File: config.mk
export PLATFORM = sky130hd
export DESIGN_NAME = mem_bist_master
export DESIGN_NICKNAME = d
export VERILOG_FILES = /design/src/rtl/mem_bist_master.sv
export SDC_FILE = /design/constraint.sdc
export NUM_CORES = 1
export LEC_CHECK = 0
export CORE_UTILIZATION = 46
export DETAILED_ROUTE_END_ITERATION = 7
export PLACE_DENSITY_LB_ADDON = 0.25
export RECOVER_POWER = 25
export SYNTH_ARGS = -nofsm -noshare
export SYNTH_HDL_FRONTEND = slang
export SYNTH_SLANG_ARGS = --single-unit
File: constraint.sdc
create_clock -name clk_i -period 2.9 [get_ports clk_i]
set_clock_uncertainty 0.2 [all_clocks]
set_input_delay 0.58 -clock clk_i [delete_from_list [all_inputs] [get_ports clk_i]]
set_output_delay 0.58 -clock clk_i [all_outputs]
set_load 0.02 [all_outputs]
File: src/rtl/mem_bist_master.sv
// Write-then-read BIST initiator for a single-port SRAM valid/ready port.
// IDLE idle | WR_REQ/RD_REQ issue access | WR_RSP/RD_RSP await ready | DONE results held
module mem_bist_master #(
  parameter int WIDTH     = 16,
  parameter int DEPTH     = 64,
  parameter int ADDR_SIZE = $clog2(DEPTH),
  parameter int TIMEOUT   = 8,
  parameter int CNT_W     = 8
) (
  input  logic                 clk_i,
  input  logic                 rst_ni,
  input  logic                 start_i,
  input  logic [WIDTH-1:0]     seed_i,
  output logic                 valid_o,
  output logic                 wr_rd_o,
  output logic [ADDR_SIZE-1:0] addr_o,
  output logic [WIDTH-1:0]     wdata_o,
  input  logic                 ready_i,
  input  logic [WIDTH-1:0]     rdata_i,
  output logic                 busy_o,
  output logic                 done_o,
  output logic                 pass_o,
  output logic                 timeout_o,
  output logic [CNT_W-1:0]     err_cnt_o,
  output logic [ADDR_SIZE-1:0] first_fail_addr_o
);

  localparam int TO_W = $clog2(TIMEOUT + 1);
  localparam logic [ADDR_SIZE-1:0] LAST_ADDR = ADDR_SIZE'(DEPTH - 1);

  typedef enum logic [2:0] {IDLE, WR_REQ, WR_RSP, RD_REQ, RD_RSP, DONE} state_t;

  state_t                 state_q, state_d;
  logic [WIDTH-1:0]       seed_q, seed_d;
  logic [ADDR_SIZE-1:0]   addr_q, addr_d;
  logic [TO_W-1:0]        wait_q, wait_d;
  logic [CNT_W-1:0]       err_cnt_q, err_cnt_d;
  logic [ADDR_SIZE-1:0]   first_fail_q, first_fail_d;
  logic                   timeout_q, timeout_d;
  logic                   pass_q, pass_d;
  logic                   done_q, done_d;
  logic                   busy_q, busy_d;
  logic                   valid_q, valid_d;
  logic                   wr_rd_q, wr_rd_d;
  logic [ADDR_SIZE-1:0]   req_addr_q, req_addr_d;
  logic [WIDTH-1:0]       wdata_q, wdata_d;
  logic [WIDTH-1:0]       pat_cur;

  assign pat_cur = seed_q ^ WIDTH'(addr_q);

  always_comb begin
    state_d      = state_q;
    seed_d       = seed_q;
    addr_d       = addr_q;
    wait_d       = wait_q;
    err_cnt_d    = err_cnt_q;
    first_fail_d = first_fail_q;
    timeout_d    = timeout_q;

    case (state_q)
      IDLE, DONE: begin
        if (start_i) begin
          seed_d       = seed_i;
          addr_d       = '0;
          err_cnt_d    = '0;
          first_fail_d = '0;
          timeout_d    = 1'b0;
          state_d      = WR_REQ;
        end
      end
      WR_REQ: state_d = WR_RSP;
      RD_REQ: state_d = RD_RSP;
      WR_RSP, RD_RSP: begin
        if (ready_i) begin
          if (state_q == RD_RSP && rdata_i != pat_cur) begin
            if (err_cnt_q != '1) err_cnt_d = err_cnt_q + 1'b1;
            if (err_cnt_q == '0) first_fail_d = addr_q;
          end
          if (addr_q == LAST_ADDR) begin
            addr_d  = '0;
            state_d = (state_q == WR_RSP) ? RD_REQ : DONE;
          end else begin
            addr_d  = addr_q + 1'b1;
            state_d = (state_q == WR_RSP) ? WR_REQ : RD_REQ;
          end
        end else if (wait_q <= TO_W'(1)) begin
          timeout_d = 1'b1;
          state_d   = DONE;
        end else begin
          wait_d = wait_q - 1'b1;
        end
      end
      default: state_d = IDLE;
    endcase

    // Outputs are registered from the next state so they line up with it.
    if (state_d == WR_REQ || state_d == RD_REQ) wait_d = TO_W'(TIMEOUT);
    valid_d    = (state_d == WR_REQ) || (state_d == RD_REQ);
    wr_rd_d    = (state_d == WR_REQ);
    req_addr_d = valid_d ? addr_d : '0;
    wdata_d    = (state_d == WR_REQ) ? (seed_d ^ WIDTH'(addr_d)) : '0;
    busy_d     = valid_d || (state_d == WR_RSP) || (state_d == RD_RSP);
    done_d     = (state_d == DONE);
    pass_d     = done_d && (err_cnt_d == '0) && !timeout_d;
  end

  always_ff @(posedge clk_i or negedge rst_ni) begin
    if (!rst_ni) begin
      state_q      <= IDLE;
      seed_q       <= '0;
      addr_q       <= '0;
      wait_q       <= '0;
      err_cnt_q    <= '0;
      first_fail_q <= '0;
      timeout_q    <= 1'b0;
      pass_q       <= 1'b0;
      done_q       <= 1'b0;
      busy_q       <= 1'b0;
      valid_q      <= 1'b0;
      wr_rd_q      <= 1'b0;
      req_addr_q   <= '0;
      wdata_q      <= '0;
    end else begin
      state_q      <= state_d;
      seed_q       <= seed_d;
      addr_q       <= addr_d;
      wait_q       <= wait_d;
      err_cnt_q    <= err_cnt_d;
      first_fail_q <= first_fail_d;
      timeout_q    <= timeout_d;
      pass_q       <= pass_d;
      done_q       <= done_d;
      busy_q       <= busy_d;
      valid_q      <= valid_d;
      wr_rd_q      <= wr_rd_d;
      req_addr_q   <= req_addr_d;
      wdata_q      <= wdata_d;
    end
  end

  assign valid_o           = valid_q;
  assign wr_rd_o           = wr_rd_q;
  assign addr_o            = req_addr_q;
  assign wdata_o           = wdata_q;
  assign busy_o            = busy_q;
  assign done_o            = done_q;
  assign pass_o            = pass_q;
  assign timeout_o         = timeout_q;
  assign err_cnt_o         = err_cnt_q;
  assign first_fail_addr_o = first_fail_q;

endmodule

After elaboration in Yosys (flattened, before gate mapping)
Index checks and enable logic that the tools add are counted.

operators by class
  bitwise logic cells = 2
  eq/ne operators = 19
  add/sub/neg operators = 3
  multipliers = 0
  div/mod/pow operators = 0
  mux-type cells = 33
  shifts and indexed selects = 0
  $lt $le $gt $ge = 1
  reduce and logical (&&, ||, !) cells = 16

operators by type and width
  operator                                                                count
  16-bit 2-to-1 mux                                                       3
  6-bit 2-to-1 mux                                                        8
  8-bit 2-to-1 mux                                                        4
  16-bit by 6-bit XOR with 16-bit output                                  2
  6-bit one-hot mux with 2 select lines                                   2
  8-bit logical NOT                                                       2
  4-bit 2-to-1 mux                                                        4
  16-bit inequality test                                                  1
  8-bit one-hot mux with 2 select lines                                   1
  3-bit 2-to-1 mux                                                        5
  3-bit by 2-bit equality test with 1-bit output (second input constant)  4
  3-bit equality test (second input constant)                             4
  3-bit one-hot mux with 4 select lines                                   1
  2-bit inequality test (second input constant)                           5
  8-bit by 1-bit adder with 8-bit output (second input constant)          1
  8-bit inequality test (second input constant)                           1
  6-bit by 1-bit adder with 6-bit output (second input constant)          1
  3-bit by 1-bit equality test with 1-bit output (second input constant)  2
  6-bit equality test (second input constant)                             1
  5-bit AND reduction                                                     1
  4-bit by 1-bit <= comparator with 1-bit output (second input constant)  1
  2-bit nonzero test                                                      2
  2-bit OR reduction                                                      2
  4-bit by 1-bit subtractor with 4-bit output (second input constant)     1
  9 further kinds                                                         15

word-level totals
  memories kept = 0
  memory bits (writable) = 0
  bits in read-only memories = 0
  bits in latches = 0
  output and inout port bits = 42
  flip-flop bits (word level) = 71
  word-level logic and storage cells = 88

Longest topological paths before layout
Gate-level depths: netlist of the first run.

  word-level depth = 9
  mapped depth = 11
  mapped depth without buffers = 11

Least setup slack after synthesis of the first run
Ideal clock, no wire load.

  path kind = register -> register
  start point = register addr_q[0]
  end point = register pass_q, in the netlist pass_o
  data required time = 2604 ps
  data arrival time = 2359 ps
  buffers on the path = 0
  setup time = 96 ps
  stages on the path, launching flop included = 12
  path slack = 245 ps
  path through = dfrtp_1 ha_1 nand3_1 nor2_1 ha_1 nand2_1 o32ai_1 a31oi_1 o2111ai_4 a2111oi_4 o311ai_1 nor4_2

between the ends
  word-level cells in the longest chain between the ends = 9

ends and longest elaborated chain
  element                                 line  text
  from (decl)                             35    logic [ADDR_SIZE-1:0] addr_q, addr_d;
  from (signal assigned)                  126   addr_q <= addr_d;
  16-bit by 6-bit XOR with 16-bit output  49    assign pat_cur = seed_q ^ WIDTH'(addr_q);
  16-bit inequality test                  75    if (state_q == RD_RSP && rdata_i != pat_cur) begin
  1-bit logical AND                       75
  8-bit 2-to-1 mux                        75
  8-bit 2-to-1 mux                        74    if (ready_i) begin
  8-bit one-hot mux with 2 select lines   60    case (state_q)
  8-bit logical NOT                       104   pass_d = done_d && (err_cnt_d == '0) && !timeout_d;
  1-bit logical AND * (2 in series)       104
  named net pass_d                        40    logic pass_q, pass_d;
  to (signal assigned)                    131   pass_q <= pass_d;
  to (decl)                               40

Mark *: on every way through the listed nets, which the timed path passes. The rest lies on a longest branch.
A chain may end at the register's enable or synchronous reset.

Final worst setup path of the first run
  start point = register addr_q[1]
  end point = register pass_q, in the netlist pass_o

Same word-level chain as after synthesis.

==> impl_results.md, run 1 <==
- CTS tree: done
- Syn nets: 395
- Ports: 78
- RSZ-0062 raised after global routing: no
- Num CTS Buffers: 9
- Cells after Synth: ~350
- CP Launch Type: flip-flop
- Post-synth EDFFs: 0
- Share of cells above drive strength 1: between 10% and 20%
- Setup CP Type: flip-flop to flip-flop
- Filler Cell Count: 604
- Area delta synth->final: 35.13%
- Clk sinks: 71
- Outcome: finished clean
- Post-DRT Antenna Nets: 0
- GR Overflow Total: 0
- Overall routing resource usage: approximately 22%
- Postcts setup bufs: 0
- Worst Max-Slew Pin Slew: 1380 ps
- CP Launch Point: addr_q[1]
- Syn Area/Cell: 10.06 um2
- Total of max-cap violations: 0
- DIE AREA: 8075 um2
- Initial antenna violation count: 0
- Cell variety after synth: 59
- Max IR drop VDD: between 0.4 and 0.5 mV
- Hold crit path type: input port to asynchronous set/reset pin
- Worst reg2reg startpoint: addr_q[1]
- Synth top area cells: dfrtp_1, nand2_1, xnor2_1, a21oi_1, xor2_1
- First-pass GRT wire length: 14,060 um
- CP arrival: 2710 ps
- Synth Cell Area: 3551 um2
- Core ar.: 7370 um2
- Die span in x: 89.86 um
- Min Hold Slack: 328.4 ps
- Ys flop type: dfrtp_1
- Clk_lat worst skew: 350 ps
- Die Ht: approximately 90 um
- Crit-path slowest cell: dfrtp_1
- Yosys top cell area share: 50.04%
- Worst path cell trace: ha_2, nand3_1, nor2_2, ha_1, nand2_1, o32ai_1, a31oi_2, o2111ai_4, a2111oi_4, o311ai_2, nor4_2
- Initial DRC Count: 116
- R2R Path End: pass_o
- Slew margin rel.: 8.006%
- Via count: between 2,000 and 3,000
- Clock tree buffer depth: 2
- Area leader, netlist: dfrtp_1
- Pwr Density: 973.7 nW/um2
- Row count: 31
- Post-DR vias/cell: 5.156
- Yosys warns: 0
- CP required: 2950 ps
- Buf/Inv on CP: 0
- Yosys reg bits: 71
- N_diodes: 0
- Worst-path clk slew: 80 ps
- Final wirelength: about 8300 um
- Setup-failing EPs final: 0
- Post-route DRC: 0
- Final min period: 2658 ps
- Worst r2r path cells: 11
- Vias in the first global route: 2,872
- LEAKAGE: 2.174 nW
- Sequential fraction of the synthesis area: 50.04%
- Slowest Stage Delay on Critical Path: about 360 ps
- Post-synthesis async set-or-reset flop share: 100.0%
- R2r setup slk: 240 ps
- Final net count: 496
- Crit-path max FO: 4
- Final hold vios: 0
- Finished Layout Cells: around 560
- Fin. max-slew vios: 0
- Final Cycle Share: about nine tenths
- CTS root buffer: clkbuf_8
- Pin count of the biggest net entering global routing: 48
- Placed Cells: 542
- Post-DP HPWL: 6031 um
- Routed wire per std cell: 14.86 um
- I/O Buffers: 77
- Initial Utilization: 48.18%
- Cell family with most CP delay: compound AO/OA/AOI/OAI gates
- Max H-tree Level: 3
- Max Clk Rate: 376.2 MHz
- GP Congestion: 0.8230
- Drt pass-1 iters: 6
- CP Capture Type: flip-flop
- Final core occ: 65.11%
placed cells by master (no fill, tap or decap), types with 5 or more instances in the layout:
cell type | synthesis | routed
clkdlybuf4s50_1 | 0 | 76
nand2_1 | 73 | 73
dfrtp_1 | 71 | 71
buf_4 | 2 | 26
nor2_1 | 22 | 21
a21oi_1 | 19 | 19
xnor2_1 | 18 | 18
inv_1 | 17 | 17
xor2_1 | 10 | 10
nand3_1 | 9 | 9
clkbuf_8 | 0 | 9
mux2i_1 | 7 | 7
nor3_1 | 6 | 6
and2_1 | 6 | 6
a21o_1 | 5 | 5
o21ai_0 | 5 | 5
ha_1 | 6 | 5
cell families after synthesis:
logic type / share of synthesized area, %
xor gates and xnor gates: 9.091
AOI/OAI and AO/OA: 13.14
buffers and inverters: 4.334
DFF: 50.04
and+or+nand+nor: 19.31
adders and majority gates: 2.114
muxes: 1.973
cell usage after synthesis, drive strengths merged (2+ instances only):
cell type	number
a211oi	3
a21o	7
a21oi	19
a221o	2
a31o	2
a31oi	4
a41o	2
and2	8
and3	4
buf	8
clkbuf	7
dfrtp	71
ha	6
inv	17
mux2i	7
nand2	75
nand2b	4
nand3	9
nand4	2
nor2	24
nor3	7
nor4	3
o21ai	8
o21bai	2
o22ai	2
o31ai	3
or2	3
xnor2	20
xnor3	2
xor2	10
layer usage:
| layer | up-vias | part of all wire [%] | global-route usage (%) |
|---|---|---|---|
| li1 | 1391 | - | - |
| met1 | 1385 | 46 | 29.87 |
| met2 | 88 | 48 | 36.22 |
| met3 | 8 | 4.9 | 4.653 |
| met4 | 0 | 1.1 | 6.183 |
| met5 | - | 0 | 0 |
flip-flops by register name (all words and copies together) (netlist names):
name,count
addr_o,6
addr_q,6
busy_o,1
done_o,1
err_cnt_o,8
first_fail_addr_o,6
pass_o,1
seed_q,16
state_q,3
timeout_o,1
valid_o,1
wait_q,4
wdata_o,16
wr_rd_o,1
worst max path at each step:
stage	endpoint	slack, ps	cells after the start
final	pass_o	240	11
after global routing	pass_o	30	11
after CTS	pass_o	20	11
after detailed placement	pass_o	-60	8
after global placement	pass_o	-20	8
after floorplan	pass_o	250	11
where the power goes:
group          internal, W  leakage, nW  total, W  switching (W)
Sequential         0.00130        0.944   0.00149       0.000192
Combinational      0.00106         1.12   0.00233        0.00127
Clock             0.000478        0.105  0.000853       0.000376
area by class of cell:
type                            count  area [um2]  share of cell area, %
Inverter                           17       63.81                  1.330
Sequential cell                    71        1777                  37.03
Clock inverter                      6       86.33                  1.799
Clock buffer                        9       123.9                  2.581
Tap cell                           99       123.9                  2.581
Timing Repair Buffer              105       984.7                  20.52
Multi-Input combinational cell    250        1639                  34.16
per-stage QoR:
step                      power, W  area (um2)  TNS [ps]  setup slack, ps
after floorplan           0.003002        3551         0            245.4
after global placement    0.003775        4586    -31.85           -23.92
after detailed placement  0.003834        4586    -243.7           -60.53
after CTS                 0.004691        4796         0            22.85
after global routing      0.004998        4798         0            32.03
final                     0.004672        4798         0            241.8
repair_timing:
action,4_1_cts,5_1_grt
resized for setup,0,4
endpoints found under the setup margin,0,1
hold buffers,0,0
worst register-to-register path: stages, from the launching register on:
cell and delay (ps):
dfrtp_1 360, ha_2 220, nand3_1 100, nor2_2 160, ha_1 250, nand2_1 60, o32ai_1 100, a31oi_2 250
o2111ai_4 190, a2111oi_4 260, o311ai_2 170, nor4_2 250
No activity file was read; power rests on OpenSTA's default activity.
==> run 2: changes to the inputs <==
Settings changed: MAX_ROUTING_LAYER set to met4.
==> run 2 against run 1 <==
Compared with the run above: wire length fell by 0.25%; count of clock-buffer cells in the layout is the same; via count increased by 0.63%; flip-flop and latch count unchanged; critical endpoint unchanged; largest cell class unchanged; highest routed layer unchanged.
==> impl_results.md, run 2 (synthesis results as in run 1) <==
- Worst Max-Slew Pin Slew: 1382 ps (+2.424 ps)
- N_diodes: 0 (unchanged)
- Clock tree buffer depth: 2 (unchanged)
- CP arrival: 2700 ps (about the same)
- Final wirelength: 8254 um (-0.25%)
- CTS tree: done
- Most Crowded Layer GR: met2
- Via count: 2,890 (+0.63%)
- Hold crit path type: input port to asynchronous set/reset pin
- Worst-path clk slew: 80 ps (about the same)
- Pin count of the biggest net entering global routing: 48 (unchanged)
- Post-DR vias/cell: 5.189 (+0.63%)
- Fin. max-slew vios: 0 (unchanged)
- Post-DRT Antenna Nets: 0 (unchanged)
- Initial Utilization: 48.18% (unchanged)
- Max IR drop VDD: 0.4750 mV (about the same)
- GP Congestion: 0.8355 (+1.5%)
- Internal Pwr Total: 0.002838 W (about the same)
- Slowest Stage Delay on Critical Path: 360 ps (about the same)
- Setup CP Type: flip-flop to flip-flop
- Overall routing resource usage: 22.87% (+0.75 points)
- Num CTS Buffers: 9 (unchanged)
- Final setup TNS: 0 ps (unchanged)
- Setup-failing EPs final: 0 (unchanged)
- CP Launch Point: addr_q[1]
- Placed Cells: 542 (unchanged)
- Area delta synth->final: 35.13% (unchanged)
- Postcts setup bufs: 0 (unchanged)
- Drt pass-1 iters: 5 (-1)
- Met3 Use GR: 4.399% (-0.25 points)
- CTS root buffer: clkbuf_8
- RSZ-0062 raised after global routing: no
- Initial DRC Count: 99 (-15%)
- Crit-path slowest cell: dfrtp_1
- Final net count: 496 (unchanged)
- Ports: 78 (unchanged)
- Worst path cell trace: ha_2, nand3_1, nor2_2, ha_1, nand2_1, o32ai_1, a31oi_2, o2111ai_4, a2111oi_4, o311ai_2, nor4_2
- CP required: 2950 ps (about the same)
- Vias in the first global route: 2,872 (unchanged)
- Clk_lat worst skew: 340 ps (about the same)
- Clk sinks: 71 (unchanged)
- CP Capture Type: flip-flop
- First-pass GRT wire length: 14,070 um (about the same)
- Sequential power share: 31.9% (about the same)
- Comb pwr share: 49.8% (about the same)
- I/O Buffers: 77 (unchanged)
- Most common cell after layout, fill and taps aside: clkdlybuf4s50_1
- Hold-fix buffers at CTS: 0 (unchanged)
- Initial antenna violation count: 0 (unchanged)
- GR Layer Usage met2: 36.15% (-0.064 points)
- GR Util met1: 30.21% (+0.33 points)
- Commonest cells after routing, fill and taps aside: clkdlybuf4s50_1, nand2_1, dfrtp_1, buf_4, nor2_1
- DIE AREA: 8075 um2 (unchanged)
- Final Cycle Share: 91.35% (-0.31 points)
- Die Ht: 89.86 um (unchanged)
- Row count: 31 (unchanged)
- Worst reg2reg startpoint: addr_q[1]
- Total of max-cap violations: 0 (unchanged)
- Slew margin rel.: 7.845% (-0.16 points)
- Final min period: 2649 ps (-9.029 ps)
- Outcome: finished clean
- Max H-tree Level: 3 (unchanged)
- Share of cells above drive strength 1: 14.85% (unchanged)
- Clock network power share: 18.3% (about the same)
- Psw: 0.001832 W (about the same)
- CP Launch Type: flip-flop
- Routed wire per std cell: 14.82 um (-0.25%)
- Max Clk Rate: 377.5 MHz (+0.34%)
- Min Hold Slack: 328.3 ps (-0.02000 ps)
- Die span in x: 89.86 um (unchanged)
- Switch share: 39.23% (about the same)
- Final core occ: 65.11% (unchanged)
- Post-route DRC: 0 (unchanged)
- Core ar.: 7370 um2 (unchanged)
- GR Overflow Total: 0 (unchanged)
- Cell Area, Placed: 4586 um2 (unchanged)
- LEAKAGE: 2.174 nW (unchanged)
- Post-DP HPWL: 6031 um (unchanged)
- Crit-path max FO: 4 (unchanged)
- Design Area, Final: 4798 um2 (unchanged)
- Finished Layout Cells: 557 (unchanged)
- Final hold vios: 0 (unchanged)
- Pwr Density: 973.4 nW/um2 (about the same)
==> run 2: cell type report <==
cell class | count | area (um2)
multi-input combinational | 250 | 1639
clock buffer | 9 | 123.9
clock inverter | 6 | 86.33
tap | 99 | 123.9
timing repair buffer | 105 | 984.7
sequential | 71 | 1777
fill | 604 | 2571
inverter | 17 | 63.81
==> run 2: what timing repair did <==
action | CTS | global route
setup endpoints to repair | 0 | 1
resized for setup | 0 | 4
endpoints found under the hold margin | 0 | 0
==> run 2: final timing paths <==
| path | slack, ps | cells after the start | endpoint |
|---|---|---|---|
| min in group clk_i | 330 | 2 | first_fail_addr_o[0] |
| setup / recovery | 250 | 11 | pass_o |
| hold / removal | 330 | 1 | err_cnt_o[6] |
| max in group asynchronous | 460 | 2 | seed_q[4] |
| setup reg to reg | 250 | 11 | pass_o |
| hold reg to reg | 330 | 2 | first_fail_addr_o[0] |
==> run 2: worst max-delay path, delay by kind of cell, from the launching register on <==
kind	cells	cell delay, ps
AND/OR/NAND/NOR	4	560
flip-flops	1	360
AO/OA/AOI/OAI	5	970
adder cells (fa/ha/maj)	2	470
==> run 2: per-stage QoR <==
step | setup WS, ps | total power (W)
2_1_floorplan | 245.4 | 0.003002
3_3_place_gp | -23.92 | 0.003775
3_5_place_dp | -60.53 | 0.003834
4_1_cts | 22.85 | 0.004691
5_1_grt | 31.91 | 0.005001
6_report | 250.8 | 0.004671
==> run 2: routing by layer <==
metal,routed length [um],vias to the layer above
met1,3716,1398
met4,99,0
met5,0,-
met3,454,9
li1,-,1390
met2,3984,93
==> run 2: power groups by stage <==
stage / combinational, W / sequential (W) / clock, W
6_report: 0.00233 / 0.00149 / 0.000854
5_1_grt: 0.00256 / 0.00153 / 0.000913
4_1_cts: 0.00234 / 0.00149 / 0.000867
3_5_place_dp: 0.00233 / 0.00151 / 0
3_3_place_gp: 0.00228 / 0.00150 / 0
2_1_floorplan: 0.00136 / 0.00165 / 0
==> run 3: changes to the inputs <==
Settings changed: CORE_UTILIZATION 46 to 47, CTS_BUF_LIST set to sky130_fd_sc_hd__clkbuf_4 sky130_fd_sc_hd__clkbuf_8.
Clock period 2.9 ns to 2.29 ns, I/O delays scaled along.
==> run 3 against run 2 <==
Compared with the run above: the run now ends with negative setup slack left; combinational power grew 72%; hold slack worse by 2.8 ps; cell count rose by 6.6%; highest routed layer unchanged; first-iteration DRC count up 67%; cell area rose by 12%; setup slack got worse by 450 ps.
==> impl_results.md, run 3 (synthesis results as in run 1) <==
- Outcome: complete, but fails checks
- Failing checks: negative setup slack
- Total power: 0.007081 W (+52%)
- Post-DR vias/cell: 5.293 (+2.0%)
- Min Hold Slack: 325.6 ps (-2.784 ps)
- Initial antenna violation count: 0 (unchanged)
- Crit-path slowest cell: dfrtp_1
- Worst Max-Slew Pin Slew: 623.7 ps (-758.7 ps)
- Filler Cell Count: 507 (-16%)
- Slew margin rel.: 58.42% (+51 points)
- CP required: 2330 ps (-620 ps)
- Internal Pwr Total: 0.004266 W (+50%)
- Worst r2r path cells: 12 (+1)
- Final core occ: 74.02% (+8.9 points)
- CP arrival: 2530 ps (-170 ps)
- Crit-path max FO: 2 (-2)
- Num CTS Buffers: 9 (unchanged)
- Hold path cells: 2
- Post-DP HPWL: 6491 um (+7.6%)
- Pin count of the biggest net entering global routing: 35 (-27%)
- Via count: 3,144 (+8.8%)
- Initial Utilization: 48.70% (+0.51 points)
- Comb pwr share: 56.5% (+6.7 points)
- Clk_lat worst skew: 340 ps (about the same)
- Worst path cell trace: ha_2, nand3_2, nor2_4, ha_4, nand2_2, o32ai_2, a31oi_1, buf_4, o2111ai_4, a2111oi_4, o311ai_1, nor4_2
- Die span in x: 88.92 um (-1.0%)
- N_diodes: 0 (unchanged)
- Fin. max-slew vios: 0 (unchanged)
- Clock tree buffer depth: 2 (unchanged)
- CTS root buffer: clkbuf_8
- Die Ht: 88.92 um (-1.0%)
- Share of cells above drive strength 1: 29.49% (+15 points)
- RSZ-0062 raised after global routing: yes
- GP Congestion: 0.8912 (+6.7%)
- WHS Endpoint: first_fail_addr_o[0]
- Total of max-cap violations: 0 (unchanged)
- Clk sinks: 71 (unchanged)
- Core ar.: 7292 um2 (-1.1%)
- Worst setup margin: -195.2 ps (-446.0 ps)
- Buf/Inv on CP: 1 (+1)
- Cell family with most CP delay: compound AO/OA/AOI/OAI gates
- DIE AREA: 7907 um2 (-2.1%)
- I/O Buffers: 77 (unchanged)
- Initial DRC Count: 165 (+67%)
- Psw: 0.002815 W (+54%)
- Max H-tree Level: 3 (unchanged)
- Final Cycle Share: 108.5% (+17 points)
- R2R Path End: pass_o
- Commonest cells after routing, fill and taps aside: clkdlybuf4s50_1, dfrtp_1, nand2_1, buf_4
- Switch share: 39.76% (+0.53 points)
- First-pass GRT wire length: 14,730 um (+4.7%)
- Hold crit path type: flip-flop to flip-flop
- Setup-failing EPs final: 1 (+1)
- CP Capture Type: flip-flop
- Max IR drop VDD: 0.8593 mV (+81%)
- CTS tree: done
- Slowest Stage Delay on Critical Path: 360 ps (about the same)
- Most common cell after layout, fill and taps aside: clkdlybuf4s50_1
- CP Launch Type: flip-flop
- LEAKAGE: 2.462 nW (+13%)
- Worst reg2reg startpoint: addr_q[0]
- Post-DRT Antenna Nets: 0 (unchanged)
- Drt pass-1 iters: 4 (-1)
- Hold Path Origin: first_fail_addr_o[0]
- Overall routing resource usage: 26.07% (+3.2 points)
- Vias in the first global route: 3,159 (+10%)
- Worst-path clk slew: 80 ps (about the same)
- Setup CP Type: flip-flop to flip-flop
- Final net count: 533 (+7.5%)
- Ports: 78 (unchanged)
- Final min period: 2485 ps (-164.0 ps)
- Sequential power share: 26.2% (-5.7 points)
- R2r setup slk: -200 ps (-450 ps)
- Post-route DRC: 0 (unchanged)
- Row count: 31 (unchanged)
- Final wirelength: 9812 um (+19%)
- Clock network power share: 17.3% (-1.0 points)
- Pwr Density: 1312 nW/um2 (+35%)
- Max Clk Rate: 402.4 MHz (+6.6%)
- Final hold vios: 0 (unchanged)
- Routed wire per std cell: 16.52 um (+11%)
- Area delta synth->final: 52.01%
- GR Overflow Total: 0 (unchanged)
[run 3: worst register-to-register path, delay by kind of cell, from the launching register on]
kind	cells	cell delay (ps)
compound gates	5	760
flops	1	360
fa+ha+maj	2	420
simple gates	4	500
buf+inv	1	150
[run 3: repair_timing]
item	CTS	global route
pin swaps	2	14
setup buffers	6	5
hold endpoints to repair	23	0
hold buffers	1	0
gates cloned	2	0
gates resized for setup	32	37
endpoints found under the setup margin	39	38
[run 3: cell type report]
type / count / area [um2] / share of cell area (%)
timing repair buffer: 142 / 1316 / 24.39
multi-input combinational: 250 / 1873 / 34.70
clock inverter: 5 / 106.4 / 1.970
tap: 99 / 123.9 / 2.295
inverter: 17 / 63.81 / 1.182
sequential: 71 / 1777 / 32.92
clock buffer: 10 / 137.6 / 2.550
[run 3: worst max path at each step]
stage / from / end / slack [ps] / cells after the start
CTS: addr_q[0] / pass_o / -170 / 12
global route: addr_q[0] / pass_o / -340 / 12
global placement: rdata_i[13] / pass_o / -500 / 8
floorplan: addr_q[0] / pass_o / -150 / 11
detailed placement: rdata_i[13] / pass_o / -610 / 8
finish: addr_q[0] / pass_o / -200 / 12
[run 3: stage by stage]
stage	setup slack [ps]	std cells	instance area, um2	TNS [ps]
after floorplan	-148.6	353	3570	-227.5
after global placement	-498.5	570	4811	-11380
after detailed placement	-614.7	570	4811	-13160
after CTS	-172.6	592	5288	-544.7
after global routing	-343.7	594	5398	-922.9
final	-195.2	594	5398	-195.2
[run 3: power by group through the flow]
stage               sequential, W  clock, W  combinational (W)
CTS                       0.00185   0.00123            0.00382
detailed placement        0.00188         0            0.00320
floorplan                 0.00209         0            0.00173
finish                    0.00186   0.00122            0.00400
global placement          0.00186         0            0.00313
global route              0.00189   0.00128            0.00430
[run 3: per-layer routing]
layer	vias to the layer above	GRT usage, %	routed length [um]
met5	-	-	0
met4	0	13.20	318
met3	25	4.986	498
met2	98	43.36	5067
met1	1555	30.22	3928
li1	1466	-	-
